===== config.mk =====
export PLATFORM = sky130hd
export DESIGN_NAME = iot_dispatch
export DESIGN_NICKNAME = d
export VERILOG_FILES = /design/src/rtl/iot_dispatch.sv
export SDC_FILE = /design/constraint.sdc
export NUM_CORES = 1
export LEC_CHECK = 0
export BUFFER_PORTS_ARGS = -buffer_cell sky130_fd_sc_hd__buf_2
export CORE_MARGIN = 1.5
export CORE_UTILIZATION = 40
export DETAILED_ROUTE_END_ITERATION = 7
export SYNTH_ARGS = -nofsm -noshare
export SYNTH_HDL_FRONTEND = slang
export SYNTH_SLANG_ARGS = --single-unit
export TNS_END_PERCENT = 10

===== constraint.sdc =====
create_clock -name CLK -period 2.85 [get_ports CLK]
set_input_delay 0.1425 -clock CLK [delete_from_list [all_inputs] [get_ports CLK]]
set_output_delay 0.1425 -clock CLK [all_outputs]
set_load 0.05 [all_outputs]

===== src/rtl/iot_dispatch.sv =====
// IOT dispatcher: latches an IOT, pulses IOP1/2/4 at one device slot in order, waits for
// each acknowledge (with optional timeout) and reports skip/completion to the sequencer.
module iot_dispatch #(
   parameter int unsigned NUM_DEV  = 8,
   parameter int unsigned DEV_BASE = 0,
   parameter int unsigned TIMEOUT  = 15,
   parameter int unsigned CNT_W    = 8
) (
   input  logic               CLK,
   input  logic               RESET,
   input  logic [11:0]        IR,
   input  logic               IOT,
   input  logic               CK_FETCH,
   input  logic               CK_3,
   input  logic [NUM_DEV-1:0] DEV_ACK,
   input  logic [NUM_DEV-1:0] DEV_SKIP,
   output logic [NUM_DEV-1:0] DEV_SEL,
   output logic [2:0]         IOP,
   output logic               BUSY,
   output logic               SKIP,
   output logic               DONE,
   output logic               UNMAPPED,
   output logic               TIMEOUT_ERR
);

   typedef enum logic [1:0] {StIdle, StPulse, StWait, StFinish} state_e;

   localparam logic [6:0]       BaseW   = 7'(DEV_BASE);
   localparam logic [6:0]       NumW    = 7'(NUM_DEV);
   localparam logic [CNT_W-1:0] CntLoad = CNT_W'(TIMEOUT);

   function automatic logic [2:0] low_bit(input logic [2:0] v);
      return v & (~v + 3'd1);
   endfunction

   state_e             state_q;
   logic [NUM_DEV-1:0] dev_sel_q;
   logic [2:0]         iop_q;
   logic [2:0]         op_q;
   logic [CNT_W-1:0]   cnt_q;
   logic               acc_q;
   logic               busy_q;
   logic               skip_q;
   logic               done_q;
   logic               unmapped_q;
   logic               tmo_q;

   logic               start;
   logic [6:0]         dev_w;
   logic [6:0]         slot_w;
   logic               mapped;
   logic [NUM_DEV-1:0] sel_onehot;
   logic [2:0]         ir_low;
   logic [2:0]         op_low;
   logic               ack_hit;
   logic               skip_hit;
   logic               unused_ir;

   assign start      = IOT & CK_3 & ~CK_FETCH;
   // 7-bit arithmetic so DEV_BASE+NUM_DEV beyond 64 cannot wrap back onto low codes
   assign dev_w      = {1'b0, IR[8:3]};
   assign slot_w     = dev_w - BaseW;
   assign mapped     = (dev_w >= BaseW) && (slot_w < NumW);
   assign sel_onehot = NUM_DEV'(1) << slot_w[5:0];
   assign ir_low     = low_bit(IR[2:0]);
   assign op_low     = low_bit(op_q);
   assign ack_hit    = |(DEV_ACK & dev_sel_q);
   assign skip_hit   = |(DEV_SKIP & dev_sel_q);
   assign unused_ir  = ^IR[11:9];

   always_ff @(posedge CLK) begin
      if (RESET) begin
         state_q    <= StIdle;
         dev_sel_q  <= '0;
         iop_q      <= '0;
         op_q       <= '0;
         cnt_q      <= '0;
         acc_q      <= 1'b0;
         busy_q     <= 1'b0;
         skip_q     <= 1'b0;
         done_q     <= 1'b0;
         unmapped_q <= 1'b0;
         tmo_q      <= 1'b0;
      end else begin
         iop_q      <= '0;
         skip_q     <= 1'b0;
         done_q     <= 1'b0;
         unmapped_q <= 1'b0;
         tmo_q      <= 1'b0;
         unique case (state_q)
            StIdle: begin
               if (start) begin
                  busy_q <= 1'b1;
                  acc_q  <= 1'b0;
                  if (!mapped) begin
                     state_q    <= StFinish;
                     done_q     <= 1'b1;
                     unmapped_q <= 1'b1;
                  end else if (IR[2:0] == 3'b000) begin
                     state_q <= StFinish;
                     done_q  <= 1'b1;
                  end else begin
                     state_q   <= StPulse;
                     dev_sel_q <= sel_onehot;
                     iop_q     <= ir_low;
                     op_q      <= IR[2:0] & ~ir_low;
                  end
               end
            end
            StPulse, StWait: begin
               // an ACK already present in the pulse cycle is taken without entering WAIT
               if (ack_hit) begin
                  acc_q <= acc_q | skip_hit;
                  if (op_q != 3'b000) begin
                     state_q <= StPulse;
                     iop_q   <= op_low;
                     op_q    <= op_q & ~op_low;
                  end else begin
                     state_q   <= StFinish;
                     done_q    <= 1'b1;
                     skip_q    <= acc_q | skip_hit;
                     dev_sel_q <= '0;
                  end
               end else if (state_q == StPulse) begin
                  state_q <= StWait;
                  cnt_q   <= CntLoad;
               end else if (TIMEOUT != 0) begin
                  if (cnt_q == CNT_W'(1)) begin
                     state_q   <= StFinish;
                     done_q    <= 1'b1;
                     tmo_q     <= 1'b1;
                     dev_sel_q <= '0;
                     op_q      <= '0;
                  end else begin
                     cnt_q <= cnt_q - CNT_W'(1);
                  end
               end
            end
            StFinish: begin
               state_q <= StIdle;
               busy_q  <= 1'b0;
            end
            default: state_q <= StIdle;
         endcase
      end
   end

   assign DEV_SEL     = dev_sel_q;
   assign IOP         = iop_q;
   assign BUSY        = busy_q;
   assign SKIP        = skip_q;
   assign DONE        = done_q;
   assign UNMAPPED    = unmapped_q;
   assign TIMEOUT_ERR = tmo_q;

endmodule


---- After elaboration in Yosys (flattened, before gate mapping) ----
Cells that the tools add are included.
word-level totals
  latch bits .............................. 0
  RAM bits ................................ 0
  register bits ........................... 30
  word-level logic and storage cells ...... 113
  input port bits ......................... 33
  memories ................................ 0
  ROM bits ................................ 0
  output and inout port bits .............. 16
operators by class
  add/sub/neg operators ................... 3
  magnitude comparators ................... 2
  shift-type cells ........................ 1
  div/mod/pow operators ................... 0
  multiplexer cells ....................... 46
  $mul .................................... 0
  bitwise operators ....................... 18
  reductions and logical operators ........ 18
  eq/ne operators ......................... 14
operator list
  cell                 count
  $mux 8               9
  $mux 3               12
  $and 8x8->8          2
  $pmux 8 s2           1
  $reduce_or 8->1      2
  $mux 2               7
  $reduce_and 7->1     2
  $and 3x3->3          4
  $ne 3x3->1 const B   4
  $not 3->3            4
  $pmux 3 s2           2
  $mux 1               11
  $ne 2x2->1 const B   5
  $reduce_or 10->1     1
  $eq 8x1->1 const B   1
  $shl 1x6->8 const A  1
  $sub 8x1->8 const B  1
  $add 3x1->3 const B  2
  $ge 6x1->1 const B   1
  $lt 6x4->1 const B   1
  $pmux 1 s2           3
  $pmux 2 s3           1
  $reduce_and 3->1     2
  $not 1->1            5
  14 further kinds     18

---- Depth between registers and ports, before layout ----
  word-level depth ........................ 9
  depth in mapped cells ................... 8
  depth with buffers taken out ............ 6

---- Worst setup path after synthesis ----
Ideal clock, no wire load.
  path kind ............................... register to register
  start point ............................. reg state_q[0]
  end point ............................... reg dev_sel_q[2] (netlist: DEV_SEL[2])
  data arrival time ....................... 1.797 ns
  library setup time ...................... 0.058 ns
  path slack .............................. 0.995 ns
  data required time ...................... 2.792 ns
  stages on the path, launching flop included .. 8
  clock period less this slack ............ 1.855 ns
  buffers on the path ..................... 1
  path through ............................ dfxtp_1 -> inv_1 -> ha_1 -> clkbuf_8 -> or4_1 -> nor4_1 -> a32o_1 -> a21o_1
on the way
  longest elaborated chain between the ends .. 4
  elaborated cells between the ends (all ways) .. 13
  those cells by class .................... 8 x eq/ne; 1 x mux; 4 x reduce/logical
RTL lines
  what                                                              line     text
  from (decl)                                                       36       state_e state_q;
  from (signal assigned)                                            73       state_q <= StIdle;
  from (signal assigned)                                            96       state_q <= StFinish;
  from (signal assigned)                                            100      state_q <= StFinish;
  $eq 2x1->1 / $eq 2x2->1 (equally long branches)                   90, 124
  $reduce_or 2->1                                                   90       unique case (state_q)
  $ne 3x3->1 (no line) / $reduce_bool 2->1 (equally long branches)  --
  $reduce_and 7->1 (no line)                                        --
  to (signal assigned)                                              104      dev_sel_q <= sel_onehot;
  to (decl)                                                         37       logic [NUM_DEV-1:0] dev_sel_q;
Several ways; a longest one is shown, not always the timed one.
A chain may end at the register's enable or synchronous reset.

---- Worst setup path in the final report ----
  start point ............................. reg state_q[1]
  end point ............................... reg acc_q
on the way
  longest elaborated chain between the ends .. 4
  elaborated cells between the ends (all ways) .. 9
  those cells by class .................... 4 x eq/ne; 1 x mux; 4 x reduce/logical
RTL lines
  what                                                              line  text
  $eq 2x1->1 / $eq 2x2->1 (equally long branches)                   90
  $reduce_or 2->1                                                   90
  $ne 2x2->1 (no line) / $reduce_bool 2->1 (equally long branches)  --
  $reduce_and 3->1 (no line)                                        --
  to (signal assigned)                                              113   acc_q <= acc_q | skip_hit;
  to (decl)                                                         41    logic acc_q;
Several ways; a longest one is shown, not always the timed one.

==> flow_summary.toml <==
[detailed_routing]
vias = 1670
wl_um = 4254
drc_errors = 0
drt-wirelength-per-cell_um = 14.52
routed_via_density = 5.700
drt-initial-drc-count = 81
firstDrtPassIters = 4
ant_nets = 0

[synth]
synth_edf_count = 0
avgSynthCellArea_um2 = 9.279
seq_area_frac_synth = 0.3176
synth_top_area_share = 0.3176
synthTopCellsByCount = "dfxtp_1, nor2_1, a21o_1, inv_1"
synth-seq-cells = 29
synthArstFlopShare = 0
ys_warn_count = 0
syn_inst = 197
yosys.area.top_type = "dfxtp_1"
syn_area_um2 = 1828
synth.area.top_cells = "dfxtp_1, a32o_1, a21o_1"
yosysUniqueCellTypes = 58
synthFlopType = "dfxtp_1"
synthesis.nets = 235
synth_most_common_cell = "dfxtp_1"

[clock_tree]
cts_made_buffers = 5
postCtsSetupBuffers = 0
insertion_delay_ns = 0.29
clock_path_buffers = 2
ctsResizeCount = 0
path_clk_slew_ns = 0.07
cts_tree = "built"
ctsHoldBuffers = 0
root_buffer = "clkbuf_8"
h-tree-depth = 2
clock_sinks = 29

[worst_setup_path]
ff2ff_path_depth = 8
worstPathRequired_ns = 3.05
cp.depth = 8
worstPathArrival_ns = 2.26
path_buf_inv = 4
endpoint = "acc_q"
startpoint = "state_q[1]"
path_cells = "inv_1, ha_1, buf_4, inv_1, a41oi_1, buf_4, o21ai_0, o32ai_1"
crit_path_end_kind = "flop"
worstSetupPathType = "flop to flop"
critPathLaunchType = "flop"
r2r_end = "acc_q"
slowest_delay_ns = 0.46
crit_path_max_fanout = 13
cp_slowest_cell = "ha_1"
reg2reg_slack_ns = 0.79
regToRegStartpoint = "state_q[1]"
critPathTopFamily = "buffers and inverters"

[grt]
overflow = 0
grt_util_all_layers = 0.1801
grt_max_degree = 34
grt_pass1_vias = 1524
antenna_found_initial = 0
grt_pass1_wl_um = 7120

[power]
power.internal_w = 0.001019
pwr-share-seq = 0.328
p_comb_frac = 0.399
p_sw_w = 0.0006068
power_w = 0.001626
irDropWorstVdd_v = 0.0002381
cellPowerDensity_nw_per_um2 = 753.2
power_leakage_nw = 0.9122
clockPowerShare = 0.273
swShare = 0.3733

[sta]
setup_tns_ns = 0
drv_slew = 0
fmax_mhz = 484.6
fin_skew_ns = 0.01040
fin_crit_ns = 2.064
tightestPinTransition_ns = 0.8232
fin_crit_sh = 0.7241
finalHoldViolCount = 0
finalSetupViolCount = 0
grt_setup_unrepaired = "false"
whs_ns = 0.1345
slew_headroom = 0.4434

[placed_design]
detailed_place_hpwl_um = 3065
place.gp.congestion = 0.8068
io_buffers = 45
dpl_cell_area_um2 = 2042

[floorplanning]
start_util = 0.4170
dieHeight_um = 70.60
io_pins = 49
rows = 24
core_area_um2 = 4384
die_w_um = 70.60
dieArea_um2 = 4984

[job]
cap_viol_max_count = 0

[cells_and_area]
fillers = 415
ff_latch_area_um2 = 580.6
area_growth_syn_to_layout_pct = 18.07
design_area_um2 = 2158
num_antenna_cells = 0
multi_input_area_um2 = 1115
drive_gt1_frac = 0.2988
postLayoutCoreUtil = 0.4923
layout.nets = 278

[hold_path]
worstHoldPathType = "input port to flop"

[outcome]
status = "completed"
[worst min-delay path by stage]
stage                      from  endpoint  cells after the start
after floorplan           IR[0]    IOP[0]                      2
after global placement    IR[0]    IOP[0]                      3
after detailed placement  IR[0]    IOP[0]                      3
after CTS                 IR[0]    IOP[0]                      3
after global routing      IR[0]    IOP[0]                      3
final                     IR[0]    IOP[0]                      3
[area by class of cell]
cell class                 instances  share of cell area
clock inverter                     1             0.01391
tap                               52             0.03014
inverter                           9             0.01565
timing repair buffer              48              0.1148
sequential                        29              0.2690
clock buffer                       7             0.04000
multi-input combinational        147              0.5165
[state kept, by name (all words and copies together) (netlist names), 2 cells and up]
signal   cells
op_q         2
cnt_q        8
state_q      2
IOP          3
DEV_SEL      8
[cell usage in the layout, fill, tap and decap left out, types with 3 or more instances in the layout]
cell       n
buf_2     45
dfxtp_1   29
nor2_1    15
a21o_1    10
inv_1      9
nor2b_1    8
a32o_1     8
a21oi_1    8
nand3_1    6
or4_1      6
clkbuf_8   6
nand2b_1   5
nor4_1     5
nor3_1     5
ha_1       5
a22oi_2    4
o21ai_0    4
nand4b_1   4
o31ai_1    4
nand2_1    3
nor4b_1    3
o211ai_1   3
a221oi_1   3
buf_4      3
[worst reg2reg max path, cell delays in order (launching register included)]
cell,delay (ns)
dfxtp_1,0.34
inv_1,0.08
ha_1,0.46
buf_4,0.25
inv_1,0.12
a41oi_1,0.17
buf_4,0.22
o21ai_0,0.13
o32ai_1,0.22
[stage by stage]
stage                     cells  worst slack [ns]
final                       293            0.7862
after global routing        293            0.5402
after CTS                   293            0.7725
after detailed placement    285            0.7864
after global placement      285            0.7888
after floorplan             197            0.9948
[metal layers]
metal  part of all wire  track usage  wire, µm
met5                  0            0         0
met4              0.010      0.06289        44
met3              0.046      0.04274       196
met2               0.45       0.2935      1916
met1               0.49       0.2351      2097
[cells by family after synthesis]
group / Yosys count / synth area share
flip-flops: 29 / 0.3176
adder cells (fa/ha/maj): 5 / 0.03422
AND/OR/NAND/NOR: 77 / 0.2724
buffers and inverters: 21 / 0.07255
AO/OA/AOI/OAI: 63 / 0.2916
multiplexers: 2 / 0.01164
[power by group through the flow]
stage	Sequential, W	Clock, W	Combinational, W
floorplan	0.000549	0	0.000517
global placement	0.000540	0	0.000641
detailed placement	0.000541	0	0.000644
CTS	0.000533	0.000459	0.000648
global route	0.000543	0.000473	0.000728
finish	0.000533	0.000444	0.000649
(Power assumes the default switching activity.)
